**src/rtl/databuf_decimator_pkg.sv**
```systemverilog
// Shared constants for the data-buffer decimator: register address, sizing, status bit, FSM states.
package databuf_decimator_pkg;

    localparam int NUM_CHAN    = 4;
    localparam int LOG2N_MAX   = 6;
    localparam int ACC_W       = 16 + LOG2N_MAX;
    localparam int OVERRUN_BIT = 7;

    localparam logic [15:0] CFG_ADDR    = 16'h7801;
    localparam logic [2:0]  LOG2N_MAX_3 = 3'(LOG2N_MAX);

    typedef enum logic [1:0] {
        ST_ACCUM = 2'd0,
        ST_SHIFT = 2'd1,
        ST_EMIT  = 2'd2,
        ST_GAP   = 2'd3
    } state_t;

    function automatic logic [2:0] clamp_log2n(input logic [2:0] raw);
        return (raw > LOG2N_MAX_3) ? LOG2N_MAX_3 : raw;
    endfunction

endpackage

```
**src/rtl/databuf_decim_chan.sv**
```systemverilog
// One channel of the boxcar decimator: 22-bit accumulator plus the shift (or round-and-shift) to 16 bits.
// Rounding is built only when DATABUF_DECIM_ROUND_EN is defined; otherwise the average is truncated.
module databuf_decim_chan
    import databuf_decimator_pkg::*;
(
    input  logic        clkbuffer,
    input  logic        reset,
    input  logic        clear,
    input  logic        add,
    input  logic        shift,
    input  logic [2:0]  log2n,
    input  logic [15:0] sample,
    output logic [15:0] data_out
);

    logic [ACC_W-1:0] acc_reg;
    logic [15:0]      data_out_reg;
    logic [15:0]      avg_next;

`ifdef DATABUF_DECIM_ROUND_EN
    localparam logic [ACC_W:0] RND_ONE = 1;
    logic [ACC_W:0] rnd_sum;
    logic [ACC_W:0] rnd_shift;

    // Round half up; the clip can never trigger for legal sums but keeps the result bounded.
    always_comb begin
        rnd_sum = {1'b0, acc_reg};
        if (log2n != 3'd0) begin
            rnd_sum = rnd_sum + (RND_ONE << (log2n - 3'd1));
        end
        rnd_shift = rnd_sum >> log2n;
        avg_next  = (|rnd_shift[ACC_W:16]) ? 16'hFFFF : rnd_shift[15:0];
    end
`else
    always_comb begin
        avg_next = 16'(acc_reg >> log2n);
    end
`endif

    always_ff @(posedge clkbuffer or negedge reset) begin
        if (!reset) begin
            acc_reg      <= '0;
            data_out_reg <= '0;
        end else if (shift) begin
            data_out_reg <= avg_next;
            acc_reg      <= '0;
        end else if (clear) begin
            acc_reg <= '0;
        end else if (add) begin
            acc_reg <= acc_reg + {{(ACC_W-16){1'b0}}, sample};
        end
    end

    assign data_out = data_out_reg;

endmodule

```
**src/rtl/databuf_decimator.sv**
```systemverilog
// Averages 2^log2n ADC sample sets per channel and hands each result to the data collection buffer.
// Optional round-half-up averaging: define DATABUF_DECIM_ROUND_EN.
module databuf_decimator
    import databuf_decimator_pkg::*;
(
    input  logic        clkbuffer,
    input  logic        reset,
    input  logic        adc_valid,
    input  logic [15:0] adc_data1,
    input  logic [15:0] adc_data2,
    input  logic [15:0] adc_data3,
    input  logic [15:0] adc_data4,
    input  logic [15:0] reg_waddr,
    input  logic [31:0] reg_wdata,
    input  logic        reg_wen,
    input  logic [15:0] reg_raddr,
    output logic [31:0] reg_rdata,
    output logic        data_fb_wen,
    output logic [15:0] data_out1,
    output logic [15:0] data_out2,
    output logic [15:0] data_out3,
    output logic [15:0] data_out4
);

    state_t      state_reg;
    logic [6:0]  count_reg;
    logic [2:0]  log2n_reg;
    logic        overrun_reg;
    logic        data_fb_wen_reg;

    logic        cfg_write;
    logic        in_accum;
    logic [6:0]  group_len;
    logic [6:0]  count_next;
    logic        ch_clear;
    logic        ch_add;
    logic        ch_shift;

    logic [15:0] adc_data_arr [NUM_CHAN];
    logic [15:0] chan_out     [NUM_CHAN];

    assign cfg_write  = reg_wen && (reg_waddr == CFG_ADDR);
    assign in_accum   = (state_reg == ST_ACCUM);
    assign group_len  = 7'd1 << log2n_reg;
    assign count_next = count_reg + 7'd1;

    // A config write in ACCUM restarts the group and swallows any coincident sample.
    assign ch_clear = cfg_write && in_accum;
    assign ch_add   = adc_valid && !cfg_write && in_accum;
    assign ch_shift = (state_reg == ST_SHIFT);

    always_ff @(posedge clkbuffer or negedge reset) begin
        if (!reset) begin
            state_reg       <= ST_ACCUM;
            count_reg       <= '0;
            log2n_reg       <= '0;
            overrun_reg     <= 1'b0;
            data_fb_wen_reg <= 1'b0;
        end else begin
            data_fb_wen_reg <= 1'b0;

            if (cfg_write) begin
                log2n_reg   <= clamp_log2n(reg_wdata[2:0]);
                overrun_reg <= 1'b0;
            end else if (adc_valid && !in_accum) begin
                overrun_reg <= 1'b1;
            end

            case (state_reg)
                ST_ACCUM: begin
                    if (cfg_write) begin
                        count_reg <= '0;
                    end else if (adc_valid) begin
                        count_reg <= count_next;
                        if (count_next == group_len) begin
                            state_reg <= ST_SHIFT;
                        end
                    end
                end
                ST_SHIFT: begin
                    count_reg       <= '0;
                    data_fb_wen_reg <= 1'b1;
                    state_reg       <= ST_EMIT;
                end
                ST_EMIT: begin
                    state_reg <= ST_GAP;
                end
                default: begin
                    state_reg <= ST_ACCUM;
                end
            endcase
        end
    end

    assign adc_data_arr[0] = adc_data1;
    assign adc_data_arr[1] = adc_data2;
    assign adc_data_arr[2] = adc_data3;
    assign adc_data_arr[3] = adc_data4;

    genvar gi;
    generate
        for (gi = 0; gi < NUM_CHAN; gi++) begin : g_chan
            databuf_decim_chan u_chan (
                .clkbuffer (clkbuffer),
                .reset     (reset),
                .clear     (ch_clear),
                .add       (ch_add),
                .shift     (ch_shift),
                .log2n     (log2n_reg),
                .sample    (adc_data_arr[gi]),
                .data_out  (chan_out[gi])
            );
        end
    endgenerate

    assign data_out1   = chan_out[0];
    assign data_out2   = chan_out[1];
    assign data_out3   = chan_out[2];
    assign data_out4   = chan_out[3];
    assign data_fb_wen = data_fb_wen_reg;

    always_comb begin
        reg_rdata = '0;
        if (reg_raddr == CFG_ADDR) begin
            reg_rdata[OVERRUN_BIT] = overrun_reg;
            reg_rdata[2:0]         = log2n_reg;
        end
    end

endmodule

```
**config.mk**
```make
export PLATFORM = sky130hd
export DESIGN_NAME = databuf_decimator
export DESIGN_NICKNAME = d
export VERILOG_FILES = /design/src/rtl/databuf_decimator_pkg.sv /design/src/rtl/databuf_decim_chan.sv /design/src/rtl/databuf_decimator.sv
export SDC_FILE = /design/constraint.sdc
export NUM_CORES = 1
export LEC_CHECK = 0
export BUFFER_PORTS_ARGS = -buffer_cell sky130_fd_sc_hd__buf_2
export CORE_ASPECT_RATIO = 0.8
export CORE_MARGIN = 2
export CORE_UTILIZATION = 40
export CTS_CLUSTER_DIAMETER = 150
export CTS_CLUSTER_SIZE = 20
export DETAILED_ROUTE_END_ITERATION = 12
export MAX_ROUTING_LAYER = met4
export PLACE_DENSITY_LB_ADDON = 0.15
export SETUP_SLACK_MARGIN = 0.1
export SKIP_CTS_REPAIR_TIMING = 1
export SYNTH_ARGS = -nofsm -noshare
export SYNTH_HDL_FRONTEND = slang
export SYNTH_SLANG_ARGS = --single-unit
```
**constraint.sdc**
```tcl
create_clock -name clkbuffer -period 8 [get_ports clkbuffer]
set_clock_uncertainty 0.15 [all_clocks]
set_input_delay 1.6 -clock clkbuffer [delete_from_list [all_inputs] [get_ports clkbuffer]]
set_output_delay 1.6 -clock clkbuffer [all_outputs]
set_load 0.005 [all_outputs]
```
Word-level counts from Yosys, hierarchy flattened --
Index checks and enable logic that the tools add are counted. Widths: inputs -> output; s select.
Cells by class: shifts and indexed selects 5, mux-type cells 25, multiply operators 0, $lt $le $gt $ge 1, reductions and logical operators 13, equal/unequal tests 9, bitwise logic cells 0, add/sub/neg operators 5, divide/modulo/power cells 0
Operator list (number):
- $mux 22 | 12
- $add 22x16->22 | 4
- $shr 22x3->16 | 4
- $eq 16x15->1 const B | 2
- $mux 7 | 2
- $pmux 7 s2 | 1
- $add 7x1->7 const B | 1
- $eq 7x7->1 | 1
- $shl 1x3->7 const A | 1
- $mux 2 | 3
- $mux 3 | 2
- $pmux 2 s3 | 1
- $logic_and 1x1->1 | 5
- $mux 1 | 4
- $ne 2x2->1 const B | 2
- $reduce_bool 2->1 | 2
- $gt 3x3->1 const B | 1
- $ne 3x3->1 const B | 1
- $reduce_and 3->1 | 1
- $reduce_bool 3->1 | 1
- $eq 2x1->1 const B | 1
- $eq 2x2->1 const B | 1
- $logic_not 1->1 | 2
- $logic_not 2->1 | 1
- other kinds (2) | 2
Storage, ports and cells: bits in latches 0, register bits after elaboration 166, output and inout bits 97, memories kept 0, memory bits (writable) 0, ROM bits 0, logic and storage cells 71

Logic depth before layout (Yosys ltp) --
word-level depth 8, mapped depth 10, mapped depth without buffers 10

Cells and area by module --
A second synthesis with hierarchy kept.
Second synthesis, totals: cell total of the unflattened synthesis 1430, area total of the unflattened synthesis 13259.0 µm²
Modules (own cells, without submodules):
- databuf_decim_chan (g_chan[0].u_chan ...) | times used 2, area each 3115.5 µm², sequential area each 950.9 µm², cells an instance 337
- databuf_decim_chan (g_chan[3].u_chan) | times used 1, area each 2831.5 µm², sequential area each 950.9 µm², cells an instance 294
- databuf_decim_chan (g_chan[2].u_chan) | times used 1, area each 2829.0 µm², sequential area each 950.9 µm², cells an instance 296
- databuf_decimator | times used 1, area each 1367.6 µm², sequential area each 350.3 µm², cells an instance 166

Worst setup path after synthesis --
Ideal clock, no wire load.
path kind input to output, from input port reg_raddr[9], to output port reg_rdata[0], setup slack 3.566 ns, data required time 6.250 ns, stages on the path 3, data arrival time 2.684 ns, path buffers 0, cell sequence or4b_2 > nor3_1 > and2_1
On the way: word-level cells in the longest chain between the ends 2
RTL lines:
- start, declared | RTL line databuf_decimator.sv:16 | input logic [15:0] reg_raddr,
- $eq 16x15->1 | RTL line databuf_decimator.sv:124 | if (reg_raddr == CFG_ADDR) begin
- $mux 3 | RTL line databuf_decimator.sv:124
- end, declared | RTL line databuf_decimator.sv:17 | output logic [31:0] reg_rdata,
Every way passes these cells.

Final worst setup path --
from input port reg_raddr[9], to output port reg_rdata[7]
On the way: word-level cells in the longest chain between the ends 2
RTL lines (RTL line):
- $eq 16x15->1 | databuf_decimator.sv:124
- $mux 1 | databuf_decimator.sv:124
Every way passes these cells.

==> out/qor.yml <==
status: "completed"
synth-main-ff-cell: "dfrtp_1"
pre_cts_ws_ns: 3.31
final_min_period_over_clock_period_pct: 58.5
grt_overflow: 0
clock_tree.root_cell: "clkbuf_16"
warnings_synthesis: 0
slowest_stage: "or4b_2"
htree_levels: 4
die_outline_height_um: 162
drive_gt1_share_pct: 15.5
dpl.hpwl_um: 26000
largest_reg_flops: 88
cts_inserted_buffers: 17
worst_skew_pair.late_latency_ns: 0.43
top_cell_type_by_total_area_after_synthesis: "dfrtp_1"
timing.critical_path.required_ns: 6.25
cpMostUsedCell: "buf_2"
area_of_the_die_mm2: 0.0328
synth.ff_latch_count: 166
static-leakage-power_nw: 5.95
n_fill_cell: 3093
critical_path.endpoint_type: "output port"
clock_tree_from_tritoncts: "done"
io_buffers: 171
die_w_um: 202
worst_setup_path_start_kind: "input pin"
max_incr_delay_on_cp_ns: 0.65
syn_to_final_growth_pct: 13.4
achievable-frequency_mhz: 214
detail_route.wirelength_um: 35400
synth_top_area_share_pct: 33.1
first_global_vias: 10096
grt_pass1_wl_um: 56700
drt_first_iter_violations: 685
final_period_minus_worst_setup_slack_ns: 4.68
worst_slew_pin_slew_ns: 1.04
place_area_mm2: 0.0136
syn_area_mm2: 0.0126
max_slew_violation_total_from_the_final_report: 0
clkTransAtPathRegs_ns: 0.06
coreArea_mm2: 0.0312
slew-limit-headroom_pct: 29.8
cp_top_family: "simple AND/OR/NAND/NOR gates"
ir_drop_mv: 0.149
timing.hold.worst.start: "g_chan[3].u_chan.data_out[3]"
rsz_0062_raised_after_global_routing: "false"
number_of_enable_type_register_cells_in_the_synthesized_netlist: 0
drt_drc_violations_left: 0
seq_area_frac_synth_pct: 33.1
synthTopCellsByArea: "dfrtp_1 33%, mux2i_1 16%, ha_1 6.9%"
detail_route.first_pass.iterations: 5
antenna_found_initial: 1
timing.hold.worst.class: "flip-flop to flip-flop"
critical_path.startpoint: "reg_raddr[9]"
timing.rr.start: "g_chan[0].u_chan.acc_reg[0]"
initial_utilization_pct: 40.2
io_pins: 229
netlist_instances: 1421
floorplan.rows: 58
design.final.nets: 1750
grt_start_max_net_pins: 93
postSynthAreaPerCell_um2: 8.84
via_count: 10731
routed_via_density: 5.42
final-hold-violation-count: 0
worst-path-max-fanout: 4
pwr_density_cell_mw_per_mm2: 324
place.gp.congestion: 0.951
cts_buffer_depth: 2
total_power_mw: 4.62
clkSinkCount: 166
criticalPathCategory: "input pin to output port"
worstPathCellList: "buf_2 -> or4b_2 -> nor3_1 -> and2_1 -> buf_2"
share_of_synthesized_flip_flops_with_an_asynchronous_set_or_reset_pct: 100
post-route-worst-setup-slack_ns: 3.32
groute.usage.overall_pct: 22.4
route.antenna.remaining_nets: 0
report.final.setup_viol: 0
synth.lib_cells_used.distinct: 66
setup-tns-final_ns: 0
post-route-cell-area_mm2: 0.0142
timing.max_cap.violations: 0
critPathBufInv: 2
critical_path_arrival_ns: 2.93
wl_per_cell_um: 17.9
==> placed cells by master (no fill, tap or decap), types with 7 or more instances in the layout <==
cell and count:
o21ai_0 91, xnor2_1 24, ha_1 68, o211ai_1 22
nor2_1 121, mux2_2 9, nand3_1 23, conb_1 28
nor3_1 18, mux2i_1 197, o21a_1 14, buf_2 170
dfrtp_1 163, nand2b_1 16, nand4_1 9, o31ai_1 14
a31oi_1 8, and2_1 13, clkbuf_16 17, nor2b_1 16
xor2_1 20, buf_4 12, a211oi_1 22, inv_1 34
nand2_1 142, nor4b_1 7, a21oi_1 145, a21o_1 24
==> layout make-up <==
cell class              count  area (µm²)  area share, %
clock buffers              18         429           3.01
multi-input cells        1143        7860           55.2
well taps                 420         526           3.69
repair buffers            183         952           6.68
inverters                  34         128          0.896
diodes                      1        2.50         0.0176
flip-flops and latches    166        4170           29.2
clock inverters            14         185           1.30
==> where the power goes <==
part / internal, mW / switching (mW) / leakage, nW
Combinational: 0.921 / 1.34 / 3.56
Clock: 0.501 / 0.385 / 0.303
Sequential: 1.16 / 0.302 / 2.09
==> synth_stat cells (24+ instances only) <==
cell type	instances
buf_4	31
clkbuf_1	42
a21oi_1	146
nand2_1	142
dfrtp_1	166
xnor2_1	24
ha_1	69
o21ai_0	91
mux2i_1	197
a21o_1	24
nor2_1	121
inv_1	34
==> through the flow <==
stage | hold WS (ns) | instances | utilization, %
after global routing | 0.386 | 1979 | 45.6
after CTS | 0.355 | 1978 | 45.6
after detailed placement | 0.337 | 1946 | 43.7
final | 0.353 | 1979 | 45.6
after floorplan | 0.304 | 1448 | -
after global placement | 0.326 | 1946 | 43.7
==> worst register-to-register path, delay by kind of cell (launching register included) <==
| kind | cells | cell delay (ns) |
|---|---|---|
| buffers and inverters | 1 | 0.07 |
| DFF | 1 | 0.41 |
| adders and majority gates | 2 | 0.40 |
| and+or+nand+nor | 1 | 0.07 |
| AOI/OAI and AO/OA | 6 | 2.07 |
==> cells by family after synthesis <==
group,share of synthesized area [%]
and+or+nand+nor,15.2
AOI/OAI and AO/OA,18.5
muxes,17.2
DFF,33.1
buffers and inverters,5.42
adders and majority gates,7.51
xor gates and xnor gates,3.07
other,0.0299
==> final timing paths <==
path	slack, ns	depth (start not counted)	endpoint
max in group asynchronous	5.51	2	g_chan[2].u_chan.acc_reg[7]
setup reg to reg	4.75	10	g_chan[0].u_chan.acc_reg[16]
hold reg to reg	0.35	1	g_chan[3].u_chan.data_out[3]
min in group asynchronous	0.95	1	g_chan[0].u_chan.data_out[0]
hold / removal	0.35	1	g_chan[3].u_chan.data_out[3]
setup / recovery	3.32	5	reg_rdata[7]
==> metal layers <==
layer / part of all wire, % / global-route usage (%) / vias up
li1: - / - / 5358
met1: 52 / 34.2 / 5115
met2: 41 / 30.8 / 244
met3: 5.4 / 4.10 / 14
met4: 0.74 / 3.82 / 0
met5: 0 / - / -
No activity file was read; power rests on OpenSTA's default activity.
